===== src/rtl/sram_arb_pkg.sv =====
// sram_arb_pkg
//   Shared types and helpers for the SRAM port arbiter.
//   - MAX_REQUESTERS : upper bound on masters (vectors are padded to this width)
//   - onehot_to_idx  : one-hot grant vector to binary index
//   - rotate_search  : round-robin search starting at a pointer, returns a one-hot grant
package sram_arb_pkg;

   localparam int MAX_REQUESTERS = 16;
   localparam int IDX_W          = 4;

   typedef logic [MAX_REQUESTERS-1:0] req_vec_t;
   typedef logic [IDX_W-1:0]          req_idx_t;

   function automatic req_idx_t onehot_to_idx(input req_vec_t oh);
      req_idx_t idx;
      idx = '0;
      for (int i = 0; i < MAX_REQUESTERS; i++) begin
         if (oh[i]) idx = idx | req_idx_t'(i);
      end
      return idx;
   endfunction

   // Scans all MAX_REQUESTERS positions from ptr with 4-bit wrap. Unused upper
   // positions are always zero, so this equals a wrap at the real requester count.
   function automatic req_vec_t rotate_search(input req_vec_t valid, input req_idx_t ptr);
      req_vec_t grant;
      req_idx_t pos;
      logic     found;
      grant = '0;
      found = 1'b0;
      for (int k = 0; k < MAX_REQUESTERS; k++) begin
         pos = ptr + req_idx_t'(k);
         if (!found && valid[pos]) begin
            grant[pos] = 1'b1;
            found      = 1'b1;
         end
      end
      return grant;
   endfunction

endpackage


===== src/rtl/sram_arbiter_rr_arbiter.sv =====
// rr_arbiter
//   Single-port arbiter. Holds the round-robin pointer and produces a one-hot
//   (or zero) combinational grant from VALID. Grants are forced low in reset.
//   Build option SRAM_ARB_FIXED_PRIORITY_EN: lowest index always wins, no pointer.
//   Ports:
//     CLK    - clock
//     RESETN - asynchronous active-low reset
//     VALID  - per-requester request
//     GRANT  - one-hot grant or zero
module rr_arbiter
   import sram_arb_pkg::*;
#(
   parameter int N = 4
) (
   input  logic         CLK,
   input  logic         RESETN,
   input  logic [N-1:0] VALID,
   output logic [N-1:0] GRANT
);

   req_vec_t valid_ext;
   req_vec_t grant_ext;

   always_comb begin
      valid_ext        = '0;
      valid_ext[N-1:0] = VALID;
   end

`ifdef SRAM_ARB_FIXED_PRIORITY_EN
   // Isolate the lowest set bit.
   assign grant_ext = valid_ext & (~valid_ext + req_vec_t'(1));

   logic unused_clk;
   assign unused_clk = CLK;
`else
   req_idx_t ptr_q;
   req_idx_t ptr_d;
   req_idx_t win_idx;

   assign grant_ext = rotate_search(valid_ext, ptr_q);
   assign win_idx   = onehot_to_idx(grant_ext);

   always_comb begin
      ptr_d = ptr_q;
      if (|grant_ext) begin
         ptr_d = (win_idx == req_idx_t'(N - 1)) ? '0 : win_idx + req_idx_t'(1);
      end
   end

   always_ff @(posedge CLK or negedge RESETN) begin
      if (!RESETN) ptr_q <= '0;
      else         ptr_q <= ptr_d;
   end
`endif

   logic unused_grant_hi;
   assign unused_grant_hi = ^grant_ext;

   assign GRANT = RESETN ? grant_ext[N-1:0] : '0;

endmodule


===== src/rtl/sram_arbiter.sv =====
// sram_arbiter
//   Shares one dual-port (1R/1W) byte-enabled SRAM between num_requesters masters.
//   Read and write ports are arbitrated independently; read data returns to the
//   owning requester one cycle after its grant.
//   Build option SRAM_ARB_FIXED_PRIORITY_EN: fixed lowest-index priority on both ports.
//   Ports:
//     CLK, RESETN                        - clock, async active-low reset
//     RD_VALID/RD_READY/RD_ADDR          - read request side
//     RSP_VALID/RSP_DATA                 - read response (one-hot valid, shared data)
//     WR_VALID/WR_READY/WR_ADDR/WR_DATA/WR_BE - write request side
//     SRAM_READ_ADDR/SRAM_OE/SRAM_DATA_OUT    - SRAM read port
//     SRAM_WRITE_ADDR/SRAM_DATA_IN/SRAM_BE/SRAM_WE - SRAM write port
module sram_arbiter
   import sram_arb_pkg::*;
#(
   parameter  int address_width  = 22,
   parameter  int data_width     = 2,
   parameter  int num_requesters = 4,
   localparam int N = num_requesters,
   localparam int A = address_width,
   localparam int B = 1 << data_width,
   localparam int W = B * 8
) (
   input  logic           CLK,
   input  logic           RESETN,
   input  logic [N-1:0]   RD_VALID,
   output logic [N-1:0]   RD_READY,
   input  logic [N*A-1:0] RD_ADDR,
   output logic [N-1:0]   RSP_VALID,
   output logic [W-1:0]   RSP_DATA,
   input  logic [N-1:0]   WR_VALID,
   output logic [N-1:0]   WR_READY,
   input  logic [N*A-1:0] WR_ADDR,
   input  logic [N*W-1:0] WR_DATA,
   input  logic [N*B-1:0] WR_BE,
   output logic [A-1:0]   SRAM_READ_ADDR,
   output logic           SRAM_OE,
   input  logic [W-1:0]   SRAM_DATA_OUT,
   output logic [A-1:0]   SRAM_WRITE_ADDR,
   output logic [W-1:0]   SRAM_DATA_IN,
   output logic [B-1:0]   SRAM_BE,
   output logic           SRAM_WE
);

   logic [N-1:0] rd_gnt;
   logic [N-1:0] wr_gnt;
   logic [N-1:0] rsp_owner_q;
   logic [A-1:0] rd_addr_sel;
   logic [A-1:0] wr_addr_sel;
   logic [W-1:0] wr_data_sel;
   logic [B-1:0] wr_be_sel;
   logic [A-1:0] rd_addr_q;
   logic [A-1:0] wr_addr_q;

   rr_arbiter #(.N(N)) u_rd_arb (
      .CLK    (CLK),
      .RESETN (RESETN),
      .VALID  (RD_VALID),
      .GRANT  (rd_gnt)
   );

   rr_arbiter #(.N(N)) u_wr_arb (
      .CLK    (CLK),
      .RESETN (RESETN),
      .VALID  (WR_VALID),
      .GRANT  (wr_gnt)
   );

   // Grants are one-hot, so an unordered scan is a clean mux.
   always_comb begin
      rd_addr_sel = '0;
      wr_addr_sel = '0;
      wr_data_sel = '0;
      wr_be_sel   = '0;
      for (int i = 0; i < N; i++) begin
         if (rd_gnt[i]) rd_addr_sel = RD_ADDR[i*A +: A];
         if (wr_gnt[i]) begin
            wr_addr_sel = WR_ADDR[i*A +: A];
            wr_data_sel = WR_DATA[i*W +: W];
            wr_be_sel   = WR_BE[i*B +: B];
         end
      end
   end

   assign SRAM_OE = |rd_gnt;
   assign SRAM_WE = |wr_gnt;

   // The SRAM captures in the grant cycle, so the address is combinational on a
   // grant and falls back to the last granted word otherwise.
   assign SRAM_READ_ADDR  = SRAM_OE ? (rd_addr_sel >> data_width) : rd_addr_q;
   assign SRAM_WRITE_ADDR = SRAM_WE ? (wr_addr_sel >> data_width) : wr_addr_q;
   assign SRAM_DATA_IN    = wr_data_sel;
   assign SRAM_BE         = wr_be_sel;

   always_ff @(posedge CLK or negedge RESETN) begin
      if (!RESETN) begin
         rd_addr_q   <= '0;
         wr_addr_q   <= '0;
         rsp_owner_q <= '0;
      end else begin
         rd_addr_q   <= SRAM_READ_ADDR;
         wr_addr_q   <= SRAM_WRITE_ADDR;
         rsp_owner_q <= rd_gnt;
      end
   end

   assign RD_READY  = rd_gnt;
   assign WR_READY  = wr_gnt;
   assign RSP_VALID = rsp_owner_q;
   assign RSP_DATA  = SRAM_DATA_OUT;

endmodule


===== config.mk =====
export PLATFORM = sky130hd
export DESIGN_NAME = sram_arbiter
export DESIGN_NICKNAME = d
export VERILOG_FILES = /design/src/rtl/sram_arb_pkg.sv /design/src/rtl/sram_arbiter_rr_arbiter.sv /design/src/rtl/sram_arbiter.sv
export SDC_FILE = /design/constraint.sdc
export NUM_CORES = 1
export LEC_CHECK = 0
export CORE_AREA = 5 5 185 187
export DETAILED_ROUTE_END_ITERATION = 8
export DIE_AREA = 0 0 190 192
export PLACE_DENSITY_LB_ADDON = 0.25
export SLEW_MARGIN = 20
export SYNTH_ARGS = -nofsm -noshare
export SYNTH_HDL_FRONTEND = slang
export SYNTH_HIERARCHICAL = 1
export SYNTH_SLANG_ARGS = --single-unit

===== constraint.sdc =====
create_clock -name CLK -period 8.1 [get_ports CLK]
set_input_delay 1.62 -clock CLK [delete_from_list [all_inputs] [get_ports CLK]]
set_output_delay 1.62 -clock CLK [all_outputs]
set_load 0.05 [all_outputs]

# Word-level counts from Yosys, hierarchy flattened
# Index checks and enable logic that the tools add are counted.
# W data, S select, Z words.
[classes] bitwise=30 n_eq_ne=2 n_mux=242 reduce_logical=96 n_lt_le_gt_ge=64 addsub=32
[op_table] cell="$mux W16" count=32
[op_table] cell="$or A16 B16 Y16" count=30
[op_table] cell="$mux W22" count=10
[op_table] cell="$lt A4 B5 Y1 const B" count=32
[op_table] cell="$bmux W1 S4" count=32
[op_table] cell="$demux W1 S4" count=32
[op_table] cell="$ge A4 B1 Y1 const B" count=32
[op_table] cell="$mux W32" count=4
[op_table] cell="$mux W1" count=96
[op_table] cell="$mux W4" count=24
[op_table] cell="$add A4 B4 Y4 const B" count=16
[op_table] cell="$logic_and A1 B1 Y1" count=62
[op_table] cell="$add A4 B3 Y4 const B" count=8
[op_table] cell="$reduce_or A16 Y1" count=2
[op_table] cell="$logic_not A1 Y1" count=30
[op_table] cell="$mux W3" count=8
[op_table] cell="$add A4 B1 Y4 const B" count=4
[op_table] cell="$add A4 B2 Y4 const B" count=4
[op_table] cell="$eq A4 B2 Y1 const B" count=2
[op_table] cell="$mux W2" count=4
[op_table] cell="$reduce_or A4 Y1" count=2
[totals] elab_cells=471 register_bits=56 out_inout_bits=126

# Depth between registers and ports, before layout
# Gate-level depths: netlist of run 1.
[logic_depth] ltp_word=65 mapped_depth=18

# By module
# The synthesis of run 1 kept the hierarchy.
[modules_own_cells] mod="sram_arbiter" n_inst=1 cells_each=529 area_each_um2=4267.8
[modules_own_cells] mod="rr_arbiter (u_rd_arb)" n_inst=1 cells_each=278 area_each_um2=2159.6
[modules_own_cells] mod="rr_arbiter (u_wr_arb)" n_inst=1 cells_each=275 area_each_um2=2069.5

# Worst setup path before layout of run 1
# Ideal clock, no wire load.
[synth_path] kind="input -> output" startpoint="in WR_VALID[3]" endpoint="out SRAM_DATA_IN[22]" required_time_ns=6.480 t_arrival_ns=6.485 stages=11 path_slack_ns=-0.005 cell_sequence="mux4_2 nand3b_4 o31ai_4 nor4_1 and3_1 nor4_1 a21boi_0 buf_2 buf_2 a221oi_1 o31ai_1"
[synth_between] word_cells_on_any_way=113 classes_between="mux: 68; bitwise: 15; reduce/logical: 30"
[synth_lines] element="from (decl)" line="sram_arbiter.sv:31" source="input logic [N-1:0] WR_VALID,"
[synth_lines] element="$bmux W1 S4" line="sram_arb_pkg.sv:33" source="if (!found && valid[pos]) begin"
[synth_lines] element="$mux W1 (not written as such)" line="sram_arb_pkg.sv:33"
[synth_lines] element="$mux W1" line="sram_arb_pkg.sv:33"
[synth_lines] element="$logic_not A1 Y1" line="sram_arb_pkg.sv:33"
[synth_lines] element="$logic_and A1 B1 Y1" line="sram_arb_pkg.sv:33"
[synth_lines] element="$mux W1" line="sram_arb_pkg.sv:33"
[synth_lines] element="$logic_not A1 Y1" line="sram_arb_pkg.sv:33"
[synth_lines] element="$logic_and A1 B1 Y1" line="sram_arb_pkg.sv:33"
[synth_lines] element="[... 35 more ...]"
[synth_lines] element="$logic_and A1 B1 Y1" line="sram_arb_pkg.sv:33"
[synth_lines] element="$mux W1" line="sram_arb_pkg.sv:33"
[synth_lines] element="$logic_not A1 Y1" line="sram_arb_pkg.sv:33"
[synth_lines] element="$logic_and A1 B1 Y1" line="sram_arb_pkg.sv:33"
[synth_lines] element="$mux W16 (*)" line="sram_arb_pkg.sv:33"
[synth_lines] element="$mux W4 (*)" line="sram_arbiter_rr_arbiter.sv:59" source="assign GRANT = RESETN ? grant_ext[N-1:0] : '0;"
[synth_lines] element="named net WR_READY[1]" line="sram_arbiter.sv:32" source="output logic [N-1:0] WR_READY,"
[synth_lines] element="$mux W32 (*) (3 in series)" line="sram_arbiter.sv:77" source="if (wr_gnt[i]) begin"
[synth_lines] element="to (decl)" line="sram_arbiter.sv:40" source="output logic [W-1:0] SRAM_DATA_IN,"
# The timed path passes the listed nets; every way through them passes the cells marked *. The select of a mux whose other input is x is not followed.

# Worst setup path after layout of run 1
[layout_path] startpoint="in WR_VALID[0]" endpoint="out SRAM_WRITE_ADDR[11]"
[layout_between] elab_chain_len=54 word_cells_on_any_way=115 classes_between="mux: 69; bitwise: 15; reduce/logical: 31"
[layout_rtl] element="$bmux W1 S4" line="sram_arb_pkg.sv:33"
[layout_rtl] element="$mux W1 (not written as such)" line="sram_arb_pkg.sv:33"
[layout_rtl] element="$mux W1" line="sram_arb_pkg.sv:33"
[layout_rtl] element="$logic_not A1 Y1" line="sram_arb_pkg.sv:33"
[layout_rtl] element="$logic_and A1 B1 Y1" line="sram_arb_pkg.sv:33"
[layout_rtl] element="$mux W1" line="sram_arb_pkg.sv:33"
[layout_rtl] element="$logic_not A1 Y1" line="sram_arb_pkg.sv:33"
[layout_rtl] element="$logic_and A1 B1 Y1" line="sram_arb_pkg.sv:33"
[layout_rtl] element="[... 35 more ...]"
[layout_rtl] element="$logic_and A1 B1 Y1" line="sram_arb_pkg.sv:33"
[layout_rtl] element="$mux W1" line="sram_arb_pkg.sv:33"
[layout_rtl] element="$logic_not A1 Y1" line="sram_arb_pkg.sv:33"
[layout_rtl] element="$logic_and A1 B1 Y1" line="sram_arb_pkg.sv:33"
[layout_rtl] element="$mux W16 (*)" line="sram_arb_pkg.sv:33"
[layout_rtl] element="$mux W4 (*)" line="sram_arbiter_rr_arbiter.sv:59"
[layout_rtl] element="$mux W22 (4 in series)" line="sram_arbiter.sv:77"
[layout_rtl] element="$mux W22 (*)" line="sram_arbiter.sv:91" source="assign SRAM_WRITE_ADDR = SRAM_WE ? (wr_addr_sel >> data_width) : wr_addr_q;"
[layout_rtl] element="to (decl)" line="sram_arbiter.sv:39" source="output logic [A-1:0] SRAM_WRITE_ADDR,"
# Every way passes the cells marked *; elsewhere a longest branch is shown, timed or not. The select of a mux whose other input is x is not followed.

==> flow_metrics.py, run 1 <==
metrics = {
    "cts": {
        "post_cts_buffers": 0,
        "cts_tree": "built",
        "cts-root-buf": "clkbuf_16",
        "htreeDepth": 2,
        "clock_sinks": 56,
        "clock_path_buffers": 2,
        "cts_buffers": 5,
        "clkTransAtPathRegs_ns": 0.08,
        "cts_resized": 0,
        "clock_latency_ns": 0.30,
        "cts_hold_buf": 0,
    },
    "detailed_routing": {
        "drcViolationCount": 0,
        "first_pass_iters": 8,
        "drtAntennaViolNets": 0,
        "vias": 9971,
        "via_per_inst": 5.384,
        "wirelength_mm": 39.18,
        "drt_iter0_markers": 934,
        "avgRoutedWirePerCell_um": 21.15,
    },
    "floorplan": {
        "die_h_um": 192,
        "fp-row-count": 66,
        "coreArea_um2": 32290,
        "ioPinCount": 488,
        "initial_core_util_pct": 26.32,
        "dieWidth_um": 190,
        "dieArea_um2": 36480,
    },
    "timing": {
        "finalSetupViolCount": 0,
        "final_max_slew_viol_count": 0,
        "relSlewSlack_pct": 44.04,
        "final-hold-violation-count": 0,
        "rsz0062_at_grt": "no",
        "fin_crit_sh_pct": 96.20,
        "fmax_mhz": 128.3,
        "min_period_ns": 7.792,
        "fin_tns_setup_ns": 0,
        "finClkSkew_ns": 0.006824,
        "worst_pin_slew_ns": 0.8393,
    },
    "global_routing": {
        "grt_first_pass_wirelength_mm": 57.89,
        "grt_util_met1_pct": 24.20,
        "grt_max_degree": 61,
        "top_usage_layer": "met2",
        "grt_pass1_vias": 9794,
        "grt-ovfl-total": 0,
        "antenna_found_initial": 5,
        "grt_usage_pct": 19.78,
        "use_met2_pct": 34.41,
        "use_met3_pct": 5.707,
    },
    "synthesis": {
        "ys_types": 104,
        "syn_area_um2": 8497,
        "synth-seq-area-share_pct": 16.49,
        "yosysWarnings": 6,
        "syn_inst": 1082,
        "synth_nets": 1474,
        "synth-seq-cells": 56,
        "ys_async_sr_fraction_pct": 100.0,
        "synth_edf_count": 0,
        "synth-main-ff-cell": "dfrtp_1",
        "avgSynthCellArea_um2": 7.853,
    },
    "worst_setup_path": {
        "worstPathRequired_ns": 6.48,
        "crit_path_max_incr_delay_ns": 0.87,
        "path_buf_inv": 3,
        "critPathMaxFanout": 17,
        "crit_slowest_cell": "clkdlybuf4s50_1",
        "arrival_ns": 6.17,
        "crit_chain": "clkdlybuf4s50_1 > mux4_2 > a21oi_1 > a21oi_1 > nor3_2 > and3_1 > o21ai_0 > nor4b_1 > nor2b_1 > nor3b_2 > buf_4 > a211oi_1 > o21ai_1 > clkdlybuf4s50_1",
        "critPathKind": "input pin to output port",
        "end_kind": "output port",
        "critPathTopFamily": "buffers and inverters",
        "worstSetupStartpointType": "input pin",
    },
    "finish": {
        "finalNonFillerCells": 1852,
        "synthToLayoutAreaGrowth_pct": 54.54,
        "finalCoreUtilization_pct": 40.67,
        "n_fill_cell": 3232,
        "final_area_um2": 13130,
        "fin_nets": 1799,
        "layout-drive-gt1-share_pct": 12.07,
    },
    "job": {
        "cap_violations": 0,
    },
    "min_path": {
        "holdCritPathClass": "flop to flop",
    },
    "placement": {
        "placed_cells": 1842,
        "placed_area_um2": 12970,
        "port_buffers": 407,
        "routabilityCongestion": 0.9630,
        "hpwl_mm": 31.41,
    },
    "outcome": {
        "outcome": "finished, final reports clean",
    },
}
worst paths after layout:
check	start	to	slack, ns	depth (start not counted)
min in group asynchronous	RESETN	wr_addr_q[15]	1.32	1
min reg2reg	wr_addr_q[20]	wr_addr_q[20]	0.48	1
max reg2reg	u_wr_arb/ptr_q[1]	wr_addr_q[4]	3.28	15
max	WR_VALID[0]	SRAM_WRITE_ADDR[11]	0.31	14
min	wr_addr_q[20]	wr_addr_q[20]	0.48	1
max in group asynchronous	RESETN	RSP_VALID[1]	5.79	2
synth_stat cells (15+ instances only):
cell type / n / area, um^2
o21ai_0: 20 / 100.1
a211oi_1: 47 / 352.8
nor2b_1: 87 / 544.3
a221oi_1: 37 / 324.1
nand3_1: 41 / 205.2
clkbuf_1: 40 / 150.1
xnor2_1: 16 / 140.1
o31ai_1: 36 / 270.3
a21o_1: 42 / 315.3
inv_1: 25 / 93.84
ha_1: 30 / 375.4
buf_4: 42 / 315.3
a21oi_1: 25 / 125.1
buf_2: 27 / 135.1
dfrtp_1: 56 / 1401
nor2_1: 36 / 135.1
o21ai_1: 46 / 230.2
nor3_1: 15 / 75.07
and3b_1: 41 / 359.1
and3_1: 17 / 106.4
nand2_1: 105 / 394.1
final cells by class:
| cell class | count | area [um^2] | area share (%) |
|---|---|---|---|
| inverter | 29 | 108.9 | 0.8290 |
| sequential | 56 | 1401 | 10.67 |
| tap | 442 | 553.0 | 4.212 |
| antenna | 2 | 5.005 | 0.03811 |
| clock buffer | 6 | 128.9 | 0.9814 |
| clock inverter | 2 | 16.27 | 0.1239 |
| timing repair buffer | 438 | 4597 | 35.01 |
| multi-input combinational | 877 | 6321 | 48.14 |
layer usage:
layer | vias up | wire length [um]
li1 | 4762 | -
met1 | 4660 | 15350
met2 | 484 | 19290
met3 | 61 | 3702
met4 | 4 | 804
met5 | - | 28
registers in the layout, summed over array words and instances, names as in the netlist:
name            count
wr_addr_q          22
rd_addr_q          22
RSP_VALID           4
u_wr_arb/ptr_q      4
u_rd_arb/ptr_q      4
cells by family (layout without fill, tap and decap cells):
| family | after synthesis | in the layout | share of synthesized area (%) |
|---|---|---|---|
| simple gates | 424 | 424 | 29.24 |
| buf+inv | 149 | 475 | 9.836 |
| flops | 56 | 56 | 16.49 |
| other cells | 0 | 2 | 0 |
| fa+ha+maj | 30 | 30 | 4.418 |
| xor+xnor | 21 | 21 | 2.253 |
| mux | 20 | 20 | 3.519 |
| compound gates | 382 | 382 | 34.24 |
cell usage in the layout, fill, tap and decap left out, types with 6 or more instances in the layout:
cell type and n:
clkdlybuf4s50_1 333, o31ai_1 36, a22oi_1 7, o2111ai_1 9, nor2_1 36, o22ai_1 6
o211ai_1 12, o21ai_1 46, a221oi_1 37, and2_1 8, a21o_1 42, nor2b_1 82
inv_1 25, nor3_1 15, buf_4 64, nand2b_1 7, a31oi_1 13, nand3_1 41
and3_1 17, nand4_1 13, a21oi_1 25, nor4_1 9, a211oi_1 47, and3b_1 41
mux4_2 7, ha_1 30, nand2_1 105, xnor2_1 16, mux2i_1 10, o21ai_0 20
buf_12 37, dfrtp_1 56
through the flow:
stage,hold slack [ns],setup slack (ns)
2_1_floorplan,0.7675,0.4677
3_3_place_gp,0.4681,0.3934
3_5_place_dp,0.4674,0.2905
4_1_cts,0.4920,0.2730
5_1_grt,0.5119,0.008216
6_report,0.4847,0.3079
worst reg2reg max path, cell delays in order, from the launching register on:
cell,delay (ns)
dfrtp_1,0.67
inv_1,0.24
ha_1,0.40
mux4_2,0.61
nand4_1,0.18
a21oi_1,0.21
nor3_2,0.41
and3_1,0.30
o21ai_0,0.10
nor4b_1,0.18
nor2b_1,0.38
nor3b_2,0.25
buf_4,0.28
buf_4,0.19
a211oi_1,0.08
o21ai_1,0.25
Power of run 1 is left out: the tool's default activity adds up to more than one toggle a clock period on the data nets, which glitch-free logic cannot reach.
==> run 2, diff against run 1 <==
GPL_TIMING_DRIVEN = 1   (was default)
==> results of run 2 <==
Final layout, timing and power as in run 1 (identical DEF).
Power of run 2 is left out for the same reason.
